`src/rtl/wb_hazard_tracker_pkg.sv`:
```
// Shared constants, entry record and helpers for the writeback hazard tracker.
package wb_hazard_tracker_pkg;

  // Opcode / funct fields that produce a register writeback
  localparam logic [5:0] OP_SPECIAL = 6'b000000;
  localparam logic [5:0] OP_ORI     = 6'b001101;
  localparam logic [5:0] OP_LUI     = 6'b001111;
  localparam logic [5:0] OP_LW      = 6'b100011;
  localparam logic [5:0] OP_JAL     = 6'b000011;
  localparam logic [5:0] FN_ADDU    = 6'b100001;
  localparam logic [5:0] FN_SUBU    = 6'b100011;

  // Writeback data source encodings
  localparam logic [1:0] WD_ALU = 2'd0;
  localparam logic [1:0] WD_MEM = 2'd1;
  localparam logic [1:0] WD_PC8 = 2'd2;

  // Cycles after entering E until the result exists, per instruction class
  localparam logic [1:0] TNEW_ALU = 2'd1;
  localparam logic [1:0] TNEW_MEM = 2'd2;
  localparam logic [1:0] TNEW_PC8 = 2'd0;

  // Entry record field widths
  localparam int ADDR_W = 5;
  localparam int WDT_W  = 2;
  localparam int TNEW_W = 2;
  localparam int FSEL_W = 3;

  typedef struct packed {
    logic              valid;
    logic              we;
    logic [WDT_W-1:0]  wd_type;
    logic [ADDR_W-1:0] addr;
    logic [TNEW_W-1:0] tnew;
  } entry_t;

  // Saturating decrement of a result-ready countdown
  function automatic logic [TNEW_W-1:0] tnew_dec(input logic [TNEW_W-1:0] t);
    return (t == 2'd0) ? 2'd0 : (t - 2'd1);
  endfunction

  // Entry as seen one stage further down the pipeline
  function automatic entry_t age_entry(input entry_t e);
    entry_t r;
    r      = e;
    r.tnew = tnew_dec(e.tnew);
    return r;
  endfunction

endpackage

```
`src/rtl/wb_hazard_tracker_dest_decode.sv`:
```
// Combinational decode of the D-stage instruction into its writeback intent.
module wb_dest_decode
  import wb_hazard_tracker_pkg::*;
(
  input  logic [31:0]       ins,
  output logic              we,
  output logic [WDT_W-1:0]  wd_type,
  output logic [ADDR_W-1:0] addr,
  output logic [TNEW_W-1:0] tnew
);

  logic [5:0]        op_s;
  logic [5:0]        funct_s;
  logic              we_s;
  logic [WDT_W-1:0]  wd_type_s;
  logic [ADDR_W-1:0] addr_s;
  logic [TNEW_W-1:0] tnew_s;

  assign op_s    = ins[31:26];
  assign funct_s = ins[5:0];

  // Classify the instruction; anything unrecognised writes nothing
  always_comb begin
    we_s      = 1'b0;
    wd_type_s = WD_ALU;
    addr_s    = 5'd0;
    tnew_s    = 2'd0;
    case (op_s)
      OP_SPECIAL: begin
        if ((funct_s == FN_ADDU) || (funct_s == FN_SUBU)) begin
          we_s   = 1'b1;
          addr_s = ins[15:11];
          tnew_s = TNEW_ALU;
        end else begin
          we_s   = 1'b0;
          addr_s = 5'd0;
        end
      end
      OP_ORI, OP_LUI: begin
        we_s   = 1'b1;
        addr_s = ins[20:16];
        tnew_s = TNEW_ALU;
      end
      OP_LW: begin
        we_s      = 1'b1;
        wd_type_s = WD_MEM;
        addr_s    = ins[20:16];
        tnew_s    = TNEW_MEM;
      end
      OP_JAL: begin
        we_s      = 1'b1;
        wd_type_s = WD_PC8;
        addr_s    = 5'd31;
        tnew_s    = TNEW_PC8;
      end
      default: begin
        we_s      = 1'b0;
        wd_type_s = WD_ALU;
        addr_s    = 5'd0;
        tnew_s    = 2'd0;
      end
    endcase
  end

  // A write to $0 is architecturally a no-op, so it never creates a hazard
  assign we      = we_s && (addr_s != 5'd0);
  assign wd_type = wd_type_s;
  assign addr    = addr_s;
  assign tnew    = tnew_s;

endmodule

```
`src/rtl/wb_hazard_tracker.sv`:
```
// Tracks in-flight register writes E..W, generates D-stage stall/bypass
// selects and drives the register-file writeback controls from the W entry.
module wb_hazard_tracker
  import wb_hazard_tracker_pkg::*;
#(
  parameter int DEPTH = 3,
  parameter int NREAD = 2
) (
  input  logic                  clk,
  input  logic                  reset,
  input  logic [31:0]           d_ins,
  input  logic [NREAD-1:0]      rd_en,
  input  logic [5*NREAD-1:0]    rd_addr,
  input  logic [2*NREAD-1:0]    rd_tuse,
  output logic                  stall,
  output logic [3*NREAD-1:0]    fwd_sel,
  output logic                  w_we,
  output logic [WDT_W-1:0]      w_wd_type,
  output logic [ADDR_W-1:0]     w_addr
);

  logic              dec_we_s;
  logic [WDT_W-1:0]  dec_wd_type_s;
  logic [ADDR_W-1:0] dec_addr_s;
  logic [TNEW_W-1:0] dec_tnew_s;
  entry_t            pipe_s [DEPTH];
  logic [NREAD-1:0]  port_stall_s;
  logic              stall_s;
  entry_t            tail_s;

  wb_dest_decode u_dest_decode (
    .ins     (d_ins),
    .we      (dec_we_s),
    .wd_type (dec_wd_type_s),
    .addr    (dec_addr_s),
    .tnew    (dec_tnew_s)
  );

  // Raw stall is used internally; reset takes priority over it at the edge
  assign stall_s = |port_stall_s;

  for (genvar k = 0; k < DEPTH; k++) begin : g_stage
    entry_t ent_r;
    if (k == 0) begin : g_head
      // E entry: admit the decoded D instruction, or a bubble while stalled
      always_ff @(posedge clk) begin
        if (reset) begin
          ent_r <= '0;
        end else if (stall_s) begin
          ent_r <= '0;
        end else begin
          ent_r <= '{valid: 1'b1, we: dec_we_s, wd_type: dec_wd_type_s,
                     addr: dec_addr_s, tnew: dec_tnew_s};
        end
      end
    end else begin : g_body
      // Later entries: advance from the previous stage, counting down tnew
      always_ff @(posedge clk) begin
        if (reset) begin
          ent_r <= '0;
        end else begin
          ent_r <= age_entry(pipe_s[k-1]);
        end
      end
    end
    assign pipe_s[k] = ent_r;
  end

  for (genvar i = 0; i < NREAD; i++) begin : g_port
    logic [ADDR_W-1:0] port_addr_s;
    logic [1:0]        port_tuse_s;
    logic [DEPTH-1:0]  match_s;
    logic              hit_s;
    logic [TNEW_W-1:0] hit_tnew_s;
    logic [FSEL_W-1:0] hit_sel_s;

    assign port_addr_s = rd_addr[5*i +: 5];
    assign port_tuse_s = rd_tuse[2*i +: 2];

    for (genvar k = 0; k < DEPTH; k++) begin : g_cmp
      assign match_s[k] = rd_en[i] && (port_addr_s != 5'd0) && pipe_s[k].valid &&
                          pipe_s[k].we && (pipe_s[k].addr == port_addr_s);
    end

    // Scan oldest to youngest so the youngest match (lowest k) wins
    always_comb begin
      hit_s      = 1'b0;
      hit_tnew_s = 2'd0;
      hit_sel_s  = 3'd0;
      for (int k = DEPTH - 1; k >= 0; k--) begin
        hit_s      = match_s[k] ? 1'b1 : hit_s;
        hit_tnew_s = match_s[k] ? pipe_s[k].tnew : hit_tnew_s;
        hit_sel_s  = match_s[k] ? FSEL_W'(k + 1) : hit_sel_s;
      end
    end

    assign port_stall_s[i]  = hit_s && (hit_tnew_s > port_tuse_s);
    assign fwd_sel[3*i +: 3] = (!reset && hit_s && (hit_tnew_s == 2'd0)) ? hit_sel_s : 3'd0;
  end

  assign tail_s    = pipe_s[DEPTH-1];
  assign stall     = !reset && stall_s;
  assign w_we      = !reset && tail_s.valid && tail_s.we;
  assign w_wd_type = (!reset && tail_s.valid) ? tail_s.wd_type : 2'd0;
  assign w_addr    = (!reset && tail_s.valid) ? tail_s.addr : 5'd0;

endmodule

```
`config.mk`:
```
export PLATFORM = sky130hd
export DESIGN_NAME = wb_hazard_tracker
export DESIGN_NICKNAME = d
export VERILOG_FILES = /design/src/rtl/wb_hazard_tracker_pkg.sv /design/src/rtl/wb_hazard_tracker_dest_decode.sv /design/src/rtl/wb_hazard_tracker.sv
export SDC_FILE = /design/constraint.sdc
export NUM_CORES = 1
export LEC_CHECK = 0
export BUFFER_PORTS_ARGS = -buffer_cell sky130_fd_sc_hd__buf_2
export CAP_MARGIN = 10
export CORE_AREA = 3 3 60 74
export DETAILED_ROUTE_END_ITERATION = 10
export DIE_AREA = 0 0 63 77
export GPL_ROUTABILITY_DRIVEN = 0
export GPL_TIMING_DRIVEN = 0
export PLACE_DENSITY = 0.78
export SYNTH_ARGS = -nofsm -noshare
export SYNTH_HDL_FRONTEND = slang
export SYNTH_SLANG_ARGS = --single-unit
```
`constraint.sdc`:
```
create_clock -name clk -period 7.15 [get_ports clk]
set_clock_uncertainty 0.1 [all_clocks]
set_input_delay 0.3575 -clock clk [delete_from_list [all_inputs] [get_ports clk]]
set_output_delay 0.3575 -clock clk [all_outputs]
set_load 0.005 [all_outputs]
```
==> metrics <==
Power Density 170 mW/mm^2; worst path buffer plus inverter count 3; CP Launch Type input port; switching portion of total power 0.217; Biggest register g_stage.ent_r; fin crit period 3.53 ns; Worst EP arrival 3.08 ns; grt met3 use 0.0439; CTS sink cnt 33; Worst Setup Path Type in -> out; fraction of layout cells with a size suffix above 1 0.272; worst-margin pin slew 0.543 ns; Layout area overhead 22.9%; cts hold-fix bufs 0; vias per inst 5.21; GRT Overall Usage 0.189; HPWL after detailed placement 3290 um; Pre-antenna DRT Iters 4; # diodes 0; Clk pwr share 0.416; 1st-iter DRT viols 41; total chip power 392 uW; Pleak 0.900 nW; Worst R2R End g_stage[0].ent_r[7]; Cells after Synth 209; slowest stage delay, CP 0.54 ns; Core ar. 0.00385 sq mm; Rows 25; Initial Util 0.489; htree depth 2; Sequential Power Share 0.479; CP Max Fanout 7; CP max-delay cell or4_1; critical path depth 14; CP Launch Point rd_addr[6]; clock tree buffer depth 2; height of the die 77 um; area occupied by multi-input gates 0.00114 sq mm; post-synthesis sequential area ratio 0.351; max_slew headroom 0.638; Hold Crit Class in -> reg; Die Area 0.00485 sq mm; Post-CTS Setup Inserts 0; worst-skew pair later-pin latency 0.28 ns; Setup Viol. Count Final 0; max FFs per register 33; vias 1,679; CTS tree done; post-route setup TNS 0 ns; GR Util met1 0.207; status finished, final reports clean; root buf cell clkbuf_8; Syn Area/Cell 9.00 sq um; largest net degree at the start of global routing 11; Slew Limit Fails 0; nets 324; worst-path cell chain buf_2 -> or4_1 -> o21ai_2 -> or3_1 -> buf_2 -> and3_1 -> o22a_1 -> ha_1 -> nor2b_1 -> o21ai_0 -> a31oi_4 -> nor2_1 -> nor2_1 -> buf_2; synthesized flop and latch total 33; Reg2Reg Setup Slack 3.99 ns; Routed WL 4150 um; final hold violation count 0; Largest regs g_stage.ent_r x33; Synth Flop Type dfxtp_1; synth warn 0; RSZ-0062 raised after global routing no; Comb power frac 0.105; clk slew on worst S/H paths 0.06 ns; Top Family by Delay on Critical Path simple AND/OR/NAND/NOR gates; total CTS buffers 5; initial antenna violation count 0; Max VDD drop 0.000102 V; area taken by flip-flops and latches 661 sq um; first-pass GRT wire length 7120 um; DIE WIDTH 63 um; fraction of the cycle the final worst path needs 0.494; CP Data Required Time 6.69 ns; Reg2Reg Depth 12; post-CTS sizing 0; post-synthesis cell type count 40; Worst Setup EP stall; vias in the first global route 1,619; global route overflow 0; IO Pins 65; Post-synth EDFFs 0; CP most frequent cell buf_2; worst r2r src g_stage[0].ent_r[5]; DRC 0; Filler Cell Count 382; share of synthesized registers carrying an async set or reset 0; most used routing layer met2; number of max-cap violations 0; sw power 85.2 uW; met2 Use GR 0.335; CP endpoint kind output pin; Int Pwr 307 uW; maximum clock frequency 283 MHz; PortBufs 51; Routed WL per cell 12.9 um; ANT nets after route 0; post-synth design cell area 0.00188 sq mm
-- layer usage --
layer | up-vias | share of wire
met3 | 5 | 0.057
met2 | 54 | 0.50
met4 | 0 | 0.020
li1 | 855 | -
met5 | - | 0
met1 | 765 | 0.42
-- cells in the mapped netlist (3+ instances only) --
| master | instances | area [sq um] |
|---|---|---|
| dfxtp_1 | 33 | 661 |
| xnor2_1 | 28 | 245 |
| nor2b_1 | 21 | 131 |
| nand2_1 | 10 | 37.5 |
| and2_1 | 8 | 50.1 |
| inv_1 | 8 | 30.0 |
| nor3_1 | 8 | 40.0 |
| nand3_1 | 7 | 35.0 |
| nor2_1 | 7 | 26.3 |
| nor4_1 | 7 | 43.8 |
| ha_1 | 6 | 75.1 |
| nand4_1 | 6 | 37.5 |
| a221oi_1 | 5 | 43.8 |
| clkbuf_1 | 5 | 18.8 |
| or4_1 | 5 | 37.5 |
| and3_1 | 4 | 25.0 |
| o21ai_0 | 4 | 20.0 |
| buf_4 | 3 | 22.5 |
| nor3b_1 | 3 | 22.5 |
| o21ai_2 | 3 | 26.3 |
-- layout make-up --
class                      instances  share of cell area
buffer                            10              0.0249
sequential                        33               0.286
multi-input combinational        159               0.492
clock buffer                       5              0.0298
tap                               54              0.0292
inverter                           8              0.0130
timing repair buffer              51               0.110
clock inverter                     2              0.0152
-- cells in the final DEF, fill, tap and decap left out, drive strengths merged, types with 2 or more instances in the layout --
cell	count
a2111oi	3
a21oi	2
a221oi	5
a31oi	4
and2	9
and3	4
buf	56
clkbuf	10
conb	2
dfxtp	33
ha	6
inv	8
nand2	10
nand3	7
nand4	6
nor2	7
nor2b	21
nor3	9
nor3b	3
nor4	7
o21ai	7
o22a	2
or3	4
or4	5
xnor2	28
xor2	2
-- tightest hold or removal path, stage by stage --
cell	delay, ns
buf_2	0.11
nand3_1	0.10
nor3b_1	0.07
-- power by group through the flow --
| stage | combinational (mW) | clock, mW | sequential [mW] |
|---|---|---|---|
| 4_1_cts | 0.0415 | 0.167 | 0.188 |
| 2_1_floorplan | 0.0210 | 0 | 0.191 |
| 5_1_grt | 0.0462 | 0.175 | 0.188 |
| 6_report | 0.0413 | 0.163 | 0.188 |
| 3_5_place_dp | 0.0410 | 0 | 0.192 |
| 3_3_place_gp | 0.0400 | 0 | 0.192 |
-- worst min path at each step --
stage / start / to / slack [ns] / depth (start not counted)
6_report: d_ins[27] / g_stage[0].ent_r[1] / 0.30 / 3
5_1_grt: d_ins[27] / g_stage[0].ent_r[7] / 0.32 / 3
4_1_cts: d_ins[16] / g_stage[0].ent_r[9] / 0.29 / 3
3_5_place_dp: g_stage[0].ent_r[8] / g_stage[1].ent_r[8] / 0.32 / 1
3_3_place_gp: g_stage[0].ent_r[8] / g_stage[1].ent_r[8] / 0.32 / 1
2_1_floorplan: g_stage[0].ent_r[7] / g_stage[1].ent_r[7] / 0.31 / 1
-- logic make-up after synthesis --
kind of cell,after synthesis,share of synthesized area
other,1,0.00199
AOI/OAI and AO/OA,25,0.118
buffers and inverters,18,0.0466
DFF,33,0.351
xor gates and xnor gates,30,0.140
adders and majority gates,6,0.0399
and+or+nand+nor,96,0.302
-- stage by stage --
stage	area [sq um]	instances	util	setup slack, ns	hold slack, ns
after floorplan	1880	210	-	4.16	0.314
after global placement	2210	315	0.574	3.65	0.322
after detailed placement	2210	315	0.574	3.62	0.324
after CTS	2310	322	0.601	3.60	0.289
after global routing	2310	322	0.601	3.37	0.320
final	2310	322	0.601	3.62	0.300
(Power assumes the default switching activity.)
